$ cat src/rtl/ecc_dec_pipe.sv
// rtl/ecc_dec_pipe.sv - two-stage SECDED (extended Hamming) decoder with valid/ready flow control
// and saturating single/double error event counters.
module ecc_dec_pipe #(
  parameter int K      = 8,
  parameter int P0_LSB = 1,
  parameter int CNT_W  = 16,
  // Fixed-point iteration of m = clog2(m+K+1); it settles well within three steps.
  localparam int M0    = $clog2(K + 1),
  localparam int M1    = $clog2(M0 + K + 1),
  localparam int M2    = $clog2(M1 + K + 1),
  localparam int m     = $clog2(M2 + K + 1),
  localparam int n     = m + K
) (
  input  logic             clk_i,
  input  logic             rst_ni,
  input  logic [n:0]       cw_i,
  input  logic             valid_i,
  output logic             ready_o,
  output logic [K-1:0]     d_o,
  output logic [m:1]       syndrome_o,
  output logic             sb_err_o,
  output logic             db_err_o,
  output logic             valid_o,
  input  logic             ready_i,
  input  logic             clr_cnt_i,
  output logic [CNT_W-1:0] sb_cnt_o,
  output logic [CNT_W-1:0] db_cnt_o
);

  logic             v1_q, v1_d;
  logic             v2_q, v2_d;
  logic [n:0]       cw1_q, cw1_d;
  logic [K-1:0]     d2_q, d2_d;
  logic [m:1]       syn2_q, syn2_d;
  logic             sb2_q, sb2_d;
  logic             db2_q, db2_d;
  logic [CNT_W-1:0] sb_cnt_q, sb_cnt_d;
  logic [CNT_W-1:0] db_cnt_q, db_cnt_d;

  logic             en1, en2, xfer_out;
  logic [n:1]       pos, pos_fix;
  logic [m:1]       syn;
  logic             pe, sb_c, db_c;
  logic [K-1:0]     data_c;

  always_comb begin
    en2      = ~v2_q | ready_i;
    en1      = ~v1_q | en2;
    xfer_out = v2_q & ready_i;
  end

  assign ready_o = en1;

  always_comb begin : decode_c
    int k;
    k       = 0;
    pos     = (P0_LSB != 0) ? cw1_q[n:1] : cw1_q[n-1:0];
    pe      = ^cw1_q;
    syn     = '0;
    for (int i = 1; i <= m; i++) begin
      for (int j = 1; j <= n; j++) begin
        if (((j >> (i - 1)) & 1) != 0) syn[i] = syn[i] ^ pos[j];
      end
    end
    sb_c    = 1'b0;
    db_c    = 1'b0;
    pos_fix = pos;
    if (syn == '0) begin
      sb_c = pe;
    end else if (pe && (int'(syn) <= n)) begin
      sb_c = 1'b1;
      for (int j = 1; j <= n; j++) begin
        if (j == int'(syn)) pos_fix[j] = ~pos[j];
      end
    end else begin
      db_c = 1'b1;
    end
    // Data bits occupy every non-power-of-two position, lowest position first.
    data_c = '0;
    for (int j = 1; j <= n; j++) begin
      if ((j & (j - 1)) != 0) begin
        data_c[k] = pos_fix[j];
        k = k + 1;
      end
    end
  end

  always_comb begin
    v1_d     = v1_q;
    cw1_d    = cw1_q;
    v2_d     = v2_q;
    d2_d     = d2_q;
    syn2_d   = syn2_q;
    sb2_d    = sb2_q;
    db2_d    = db2_q;
    sb_cnt_d = sb_cnt_q;
    db_cnt_d = db_cnt_q;
    if (en1) begin
      v1_d = valid_i;
      if (valid_i) cw1_d = cw_i;
    end
    if (en2) begin
      v2_d = v1_q;
      if (v1_q) begin
        d2_d   = data_c;
        syn2_d = syn;
        sb2_d  = sb_c;
        db2_d  = db_c;
      end
    end
    if (xfer_out && sb2_q && (sb_cnt_q != {CNT_W{1'b1}})) sb_cnt_d = sb_cnt_q + CNT_W'(1);
    if (xfer_out && db2_q && (db_cnt_q != {CNT_W{1'b1}})) db_cnt_d = db_cnt_q + CNT_W'(1);
    if (clr_cnt_i) begin
      sb_cnt_d = '0;
      db_cnt_d = '0;
    end
  end

  always_ff @(posedge clk_i or negedge rst_ni) begin
    if (!rst_ni) begin
      v1_q     <= 1'b0;
      cw1_q    <= '0;
      v2_q     <= 1'b0;
      d2_q     <= '0;
      syn2_q   <= '0;
      sb2_q    <= 1'b0;
      db2_q    <= 1'b0;
      sb_cnt_q <= '0;
      db_cnt_q <= '0;
    end else begin
      v1_q     <= v1_d;
      cw1_q    <= cw1_d;
      v2_q     <= v2_d;
      d2_q     <= d2_d;
      syn2_q   <= syn2_d;
      sb2_q    <= sb2_d;
      db2_q    <= db2_d;
      sb_cnt_q <= sb_cnt_d;
      db_cnt_q <= db_cnt_d;
    end
  end

  assign valid_o    = v2_q;
  assign d_o        = d2_q;
  assign syndrome_o = syn2_q;
  assign sb_err_o   = sb2_q;
  assign db_err_o   = db2_q;
  assign sb_cnt_o   = sb_cnt_q;
  assign db_cnt_o   = db_cnt_q;

endmodule

$ cat config.mk
export PLATFORM = sky130hd
export DESIGN_NAME = ecc_dec_pipe
export DESIGN_NICKNAME = d
export VERILOG_FILES = /design/src/rtl/ecc_dec_pipe.sv
export SDC_FILE = /design/constraint.sdc
export NUM_CORES = 1
export LEC_CHECK = 0
export CAP_MARGIN = 0
export CORE_MARGIN = 2
export CORE_UTILIZATION = 55
export DETAILED_ROUTE_END_ITERATION = 8
export PLACE_DENSITY = 0.83
export SLEW_MARGIN = 20
export SYNTH_ARGS = -nofsm -noshare
export SYNTH_HDL_FRONTEND = slang
export SYNTH_SLANG_ARGS = --single-unit
$ cat constraint.sdc
create_clock -name clk_i -period 5.1 [get_ports clk_i]
set_clock_uncertainty 0.05 [all_clocks]
set_input_delay 0.765 -clock clk_i [delete_from_list [all_inputs] [get_ports clk_i]]
set_output_delay 0.765 -clock clk_i [all_outputs]
set_load 0.1 [all_outputs]
After elaboration in Yosys (flattened, before gate mapping)

Index checks and enable logic that the tools add are counted.

Divide/modulo/power cells: 0
Reduce and logical (&&, ||, !) cells: 11
Shift operators: 0
Equality and inequality tests: 14
$add $sub $neg: 2
Order comparisons: 1
$mul: 0
Muxes and demuxes: 22
Bitwise gates (word level): 35

Operators by type and width:

| operator                                                        | number |
|---|---|
| 16-bit two-way mux                                              | 4 |
| 16-bit by 1-bit adder with 16-bit output, second input constant | 2 |
| 4-bit == test, first input constant                             | 8 |
| 16-bit != test, second input constant                           | 2 |
| 12-bit two-way mux                                              | 2 |
| 1-bit XOR                                                       | 18 |
| 1-bit two-way mux                                               | 16 |
| 1-bit NOT                                                       | 14 |
| 13-bit parity                                                   | 1 |
| 3-bit by 4-bit == test with 1-bit output, first input constant  | 3 |
| 1-bit logical AND                                               | 5 |
| 2-bit by 4-bit == test with 1-bit output, first input constant  | 1 |
| 4-bit <= comparator, second input constant                      | 1 |
| 4-bit logical NOT                                               | 1 |
| 2-bit AND reduction                                             | 2 |
| 2-bit nonzero test                                              | 2 |
| 1-bit bitwise OR                                                | 2 |
| 1-bit bitwise AND                                               | 1 |

Bits in read-only memories: 0
Bits in writable memories: 0
Latch bits: 0
Word-level logic and storage cells: 94
Output and inout port bits: 48
Input bits: 18
Memories kept: 0
Register bits after elaboration: 61

Logic depth before layout (Yosys ltp)

Gate-level depths: netlist (run 1).

Word-level depth: 9
Gate-level depth with buffers: 7
Mapped depth without buffers: 7

Worst setup path after synthesis (run 1)

No wires, ideal clock.

Path kind: register to register
Start: register v2_q, in the netlist valid_o
End: register cw1_q[10]
Arrival time: 3.153 ns
Setup time: 0.125 ns
Path buffers: 1
Period minus slack after synthesis: 3.328 ns
Path slack: 1.772 ns
Cell stages (with the launch flop): 5
Data required time: 4.925 ns
Path through: dfrtp_1 > nand3b_1 > nand2_1 > buf_1 > mux2_2

Longest elaborated chain between the ends: 4

RTL lines:

| item                                 | line | source |
|---|---|---|
| start: declaration                   | 31   | `logic v2_q, v2_d;` |
| start signal: assignment             | 133  | `v2_q <= v2_d;` |
| 1-bit NOT                            | 47   | `en2 = ~v2_q \| ready_i;` |
| 1-bit bitwise OR                     | 47   |  |
| 1-bit bitwise OR                     | 48   | `en1 = ~v1_q \| en2;` |
| net ready_o                          | 18   | `output logic ready_o,` |
| 2-bit AND reduction (no source line) | n/a  |  |
| end signal: assignment               | 132  | `cw1_q <= cw1_d;` |
| end: declaration                     | 32   | `logic [n:0] cw1_q, cw1_d;` |

The timed path passes the listed nets, and every way through them passes these cells.
A chain may end at the register's enable or synchronous reset.

Worst setup path in the final report (run 1)

Start: input ready_i
End: output ready_o

Longest elaborated chain between the ends: 2

RTL lines:

| item               | line | source |
|---|---|---|
| start: declaration | 24   | `input logic ready_i,` |
| 1-bit bitwise OR   | 47   |  |
| 1-bit bitwise OR   | 48   |  |
| end: declaration   | 18   |  |

No other way between the ends.

==> impl_metrics.ini, run 1 <==
[drt]
drc = 0
num_vias = 2455
drt_iter0_markers = 106
drt_pass1_iterations = 4
routedWlPerCell_um = 13.81
vias_per_cell = 5.407
ant_nets = 0
drt_wl_total_um = 6272

[run_status]
status = completed

[power]
internal_power_mw = 1.162
netSwitchingFraction_pct = 44.26
p_comb_share_pct = 47.0
ir_worst_vdd_mv = 0.4647
p_leak_nw = 1.705
p_per_area_nw_per_um2 = 499.2
seq_power_share_pct = 29.8
p_switching_mw = 0.9229
clkPwrFrac_pct = 23.2

[synthesis]
synth_top_cell_area_share_pct = 47.05
synth.distinct_cells = 36
ys_seq_area_share_pct = 47.05
synth_top_cell_by_area = dfrtp_1
avgSynthCellArea_sq_um = 10.53
yosysWarnings = 0
syn_area_sq_um = 3244
synth_fp_nets = 328
syn_inst = 308
ys_ff_latch = 61
ys_top_cells_by_area = dfrtp_1 (47%), xor2_1 (8.9%), nor2_1 (4.6%), xnor2_1 (4.6%), mux2_2 (4.5%)

[grt]
antenna_found_initial = 0
grt_max_degree = 62
grt_pass1_wl_um = 10310
grt_usage_pct = 20.75
grt_overflow = 0
grt_pass1_vias = 2312

[die]
fp.dieH_um = 80.81
start_util_pct = 57.85
coreArea_sq_um = 5608
dieWidth_um = 80.81
fp.dieArea_sq_um = 6529
io_pins = 66
num_rows = 27

[place]
routabilityCongestion = 0.8219
place_area_sq_um = 3956
portBuffers = 65
dp_hpwl_um = 4539

[clock_tree]
cts_buffer_depth = 2
cts_resized = 0
clock_latency_ps = 340
cts_inserted_buffers = 9
cts.root.buffer_cell = clkbuf_8
htreeDepth = 3
hold_buffers = 0
clock-sinks = 61
clk_pin_slew_worst_paths_ps = 60
cts_tree = built
post-cts-setup-buffer-count = 0

[layout]
drive_gt1_share_pct = 11.78
final_nets = 397
fillCellCount = 427
syn2layout_area_growth_pct = 28.73
n_antenna_cell = 0
fin_area_sq_um = 4177

[critical_path]
cp_max_fo = 4
r2r_setup_slack_ps = 2860
worstPathArrival_ps = 2630
endpoint = ready_o
critPathLaunch = ready_i
r2r_cells = 7
endpoint_kind = output port
cp-start-kind = input port
crit_chain = clkdlybuf4s50_1 -> nand3b_1 -> clkdlybuf4s50_1
crit_path_frequent_cell = clkdlybuf4s50_1
criticalPathCategory = input port to output port
cp_slowest_cell = clkdlybuf4s50_1
cpPeakStageDelay_ps = 1160
rr_endpoint = db_cnt_o[8]
r2r-start = db_cnt_o[0]
critical_path_required_ps = 4280

[sta]
fin_tns_setup_ps = 0
slew_violations = 0
max_slew.worst_pin.slew_ps = 996.7
finalSetupViolCount = 0
hold_viol_final = 0
relSlewSlack_pct = 33.35
finalCritPeriodShare_pct = 67.60
rsz0062_at_grt = false
fin_crit_ps = 3448
clock.fmax_mhz = 290.1

[worst_hold_path]
min_path_type = flop to flop

[flow_run]
drv_cap = 0
layer usage:
metal	vias to the layer above	global-route usage [%]	part of all wire, %
li1	1210	-	-
met1	1179	24.45	44
met2	58	36.53	51
met3	8	5.444	4.6
met4	0	7.458	0.97
met5	-	0	0
worst min-delay path by stage:
stage	from	endpoint	slack, ps	cells after the start
after CTS	syndrome_o[4]	syndrome_o[4]	440	2
final	syndrome_o[4]	syndrome_o[4]	430	2
after global routing	d_o[2]	d_o[2]	470	2
after detailed placement	syndrome_o[4]	syndrome_o[4]	420	2
after floorplan	rst_ni	cw1_q[0]	420	0
after global placement	syndrome_o[4]	syndrome_o[4]	420	2
layout by cell type, fill, tap and decap left out, drive strengths merged, types with 2 or more instances in the layout:
| master | count |
|---|---|
| inv | 2 |
| ha | 2 |
| nand2b | 3 |
| buf | 3 |
| nand2 | 31 |
| dfrtp | 61 |
| nor4 | 12 |
| mux2 | 13 |
| clkbuf | 12 |
| and3 | 3 |
| a21oi | 4 |
| nor3 | 2 |
| and4 | 3 |
| xnor3 | 3 |
| xor2 | 35 |
| bufinv | 2 |
| clkdlybuf4s50 | 63 |
| clkinv | 2 |
| o21ai | 22 |
| xnor2 | 23 |
| nand4 | 13 |
| nand3 | 18 |
| and2 | 2 |
| nor2 | 41 |
metrics by stage:
step                hold WS, ps  power, mW  std cells  setup WS [ps]  util [%]
floorplan                 419.4      1.408        308           1772         -
detailed placement        423.1      1.617        438           1663     70.55
global placement          415.6      1.603        438           1668     70.55
global route              468.2      2.190        454           1631     74.48
finish                    432.7      2.085        454           1652     74.48
CTS                       437.6      2.107        454           1646     74.56
power groups by stage:
stage	clock network (mW)	registers [mW]	logic, mW
after floorplan	0	0.993	0.414
after global placement	0	0.628	0.975
after detailed placement	0	0.629	0.987
after CTS	0.496	0.622	0.989
after global routing	0.512	0.631	1.05
final	0.483	0.621	0.981
cell usage after synthesis:
| cell | count |
|---|---|
| o211ai_1 | 1 |
| dfrtp_1 | 61 |
| xnor2_4 | 3 |
| ha_1 | 2 |
| and2_1 | 2 |
| xor2_1 | 33 |
| and3_1 | 3 |
| a21oi_1 | 4 |
| nand2b_1 | 3 |
| a2bb2oi_1 | 1 |
| mux2_2 | 13 |
| nand2_2 | 1 |
| clkbuf_1 | 6 |
| nor2_2 | 1 |
| nand4_1 | 13 |
| nor4_1 | 8 |
| o22ai_1 | 1 |
| inv_1 | 2 |
| a31oi_1 | 1 |
| xnor2_2 | 3 |
| xnor3_1 | 3 |
| o21ai_1 | 15 |
| buf_2 | 1 |
| o21ai_0 | 7 |
| xnor2_1 | 17 |
| nor4_2 | 4 |
| nor3_1 | 2 |
| and4_1 | 3 |
| mux2i_1 | 1 |
| xor2_4 | 2 |
| nand2_1 | 30 |
| or3_1 | 1 |
| buf_1 | 1 |
| nor2_1 | 40 |
| nand3b_1 | 1 |
| nand3_1 | 18 |
state kept, by name, summed over array words and instances (netlist names):
signal / flops
db_err_o: 1
syndrome_o: 4
d_o: 8
cw1_q: 13
sb_err_o: 1
sb_cnt_o: 16
v1_q: 1
db_cnt_o: 16
valid_o: 1
critical path, delay by kind of cell:
family | cells | cell delay (ps)
and+or+nand+nor | 1 | 190
buffers and inverters | 2 | 1670
cell families after synthesis:
kind of cell | synth area share, %
and+or+nand+nor | 19.94
DFF | 47.05
xor gates and xnor gates | 21.33
muxes | 4.821
adders and majority gates | 0.7712
AOI/OAI and AO/OA | 4.898
buffers and inverters | 1.195
layout make-up:
| class | count | area [sq um] | share of cell area, % |
|---|---|---|---|
| Timing Repair Buffer | 66 | 648.1 | 15.52 |
| Inverter | 2 | 7.507 | 0.1797 |
| Sequential cell | 61 | 1526 | 36.55 |
| Multi-Input combinational cell | 237 | 1679 | 40.20 |
| Clock inverter | 4 | 70.07 | 1.678 |
| Clock buffer | 12 | 155.1 | 3.715 |
| Tap cell | 72 | 90.09 | 2.157 |
No activity file was read; power rests on OpenSTA's default activity.
==> run 2, diff against run 1 <==
- CORE_UTILIZATION: 55 -> 52
- PLACE_DENSITY: 0.83 -> 0.79
- clock period: 5.1 -> 3.2 ns (I/O delays scaled with it)
==> impl_metrics.ini, run 2 (synthesis gave the netlist of run 1 again) <==
[critical_path]
critical_path_required_ps = 3420
cp_num_buf_inv = 0
path_delay_family = simple AND/OR/NAND/NOR gates
cp_slowest_cell = nor4_1
cp-start-kind = flop
cpPeakStageDelay_ps = 700
worstPathArrival_ps = 2380
endpoint_kind = flop
crit_chain = ha_1 -> nand3_1 -> nor4_1 -> nor4_1 -> nand3_1 -> xor2_1 -> nor2_1
cp_max_fo = 5
criticalPathCategory = flop to flop

[grt]
grt_max_degree = 33
antenna_found_initial = 0
grt_usage_pct = 20.01
grt_pass1_vias = 2499
use_met2_pct = 33.58
use_met1_pct = 24.34
grt_overflow = 0
gr-usage-met3_pct = 4.771
grt_pass1_wl_um = 11220
grt_busiest_layer = met2

[die]
fp.dieH_um = 82.99
dieWidth_um = 82.99
start_util_pct = 54.16
coreArea_sq_um = 5991
num_rows = 28
fp.dieArea_sq_um = 6887
io_pins = 66

[clock_tree]
hold_buffers = 1
clk_pin_slew_worst_paths_ps = 70
cts_buffer_depth = 2
cts_resized = 0
cts_tree = built
cts_inserted_buffers = 9
clock_latency_ps = 340
clock-sinks = 61
post-cts-setup-buffer-count = 0
htreeDepth = 3
cts.root.buffer_cell = clkbuf_8

[layout]
most-common-layout-cells = dfrtp_1 (60), buf_4 (52), nor2_1 (40), xor2_1 (33), nand2_1 (30)
syn2layout_area_growth_pct = 24.53
instances_no_fill = 461
drive_gt1_share_pct = 25.13
final_nets = 401
fillCellCount = 498
n_antenna_cell = 0
layout_commonest_cell = dfrtp_1
fin_area_sq_um = 4040
utilization_pct = 67.44

[drt]
num_vias = 2506
drt_wl_total_um = 6579
drt_iter0_markers = 103
routedWlPerCell_um = 14.27
drt_pass1_iterations = 4
drc = 0
ant_nets = 0
vias_per_cell = 5.436

[sta]
rsz0062_at_grt = false
relSlewSlack_pct = 44.91
clock.fmax_mhz = 463.6
fin_crit_ps = 2157
hold_viol_final = 0
whs_ps = 441.1
slew_violations = 0
fin_ws_ps = 1043
finalCritPeriodShare_pct = 67.40
fin_tns_setup_ps = 0
max_slew.worst_pin.slew_ps = 818.7
finalSetupViolCount = 0

[place]
portBuffers = 65
routabilityCongestion = 0.8345
pre_cts_ws_ps = 766.1
place_inst = 444
place_area_sq_um = 3864
dp_hpwl_um = 4814

[flow_run]
drv_cap = 0

[power]
finalPower_mw = 3.122
p_per_area_nw_per_um2 = 772.8
p_leak_nw = 1.770
ir_worst_vdd_mv = 0.6641

[run_status]
status = completed

[worst_hold_path]
min_path_type = flop to flop
==> run 2: worst min-delay path: stages (launching register included) <==
cell and delay (ps):
dfrtp_1 350, nand2_1 50, o21ai_0 60
==> run 2: final timing paths <==
check | from | to | slack (ps) | depth (start not counted)
setup / recovery | db_cnt_o[0] | db_cnt_o[8] | 1040 | 7
hold / removal | syndrome_o[1] | syndrome_o[1] | 440 | 2
setup reg to reg | db_cnt_o[0] | db_cnt_o[8] | 1040 | 7
hold reg to reg | syndrome_o[1] | syndrome_o[1] | 440 | 2
max in group asynchronous | rst_ni | valid_o | 1940 | 3
min in group asynchronous | rst_ni | db_cnt_o[8] | 520 | 2
==> run 2: area by class of cell <==
class / count / area, sq um / area share (%)
timing repair buffer: 70 / 565.5 / 14.00
clock buffer: 9 / 123.9 / 3.066
multi-input combinational: 237 / 1679 / 41.56
tap: 75 / 93.84 / 2.323
sequential: 61 / 1528 / 37.81
clock inverter: 7 / 42.54 / 1.053
inverter: 2 / 7.507 / 0.1858
==> run 2: where the power goes <==
| part | leakage (nW) | switching [mW] | internal [mW] |
|---|---|---|---|
| logic | 0.899 | 1.08 | 0.467 |
| registers | 0.790 | 0.111 | 0.880 |
| clock network | 0.0808 | 0.310 | 0.274 |
==> run 2: metal layers <==
| metal | wire (um) | vias to the layer above | part of all wire [%] |
|---|---|---|---|
| met4 | 165 | 0 | 2.5 |
| met1 | 2770 | 1210 | 42 |
| met5 | 0 | - | 0 |
| met2 | 3313 | 74 | 50 |
| met3 | 330 | 17 | 5.0 |
| li1 | - | 1205 | - |
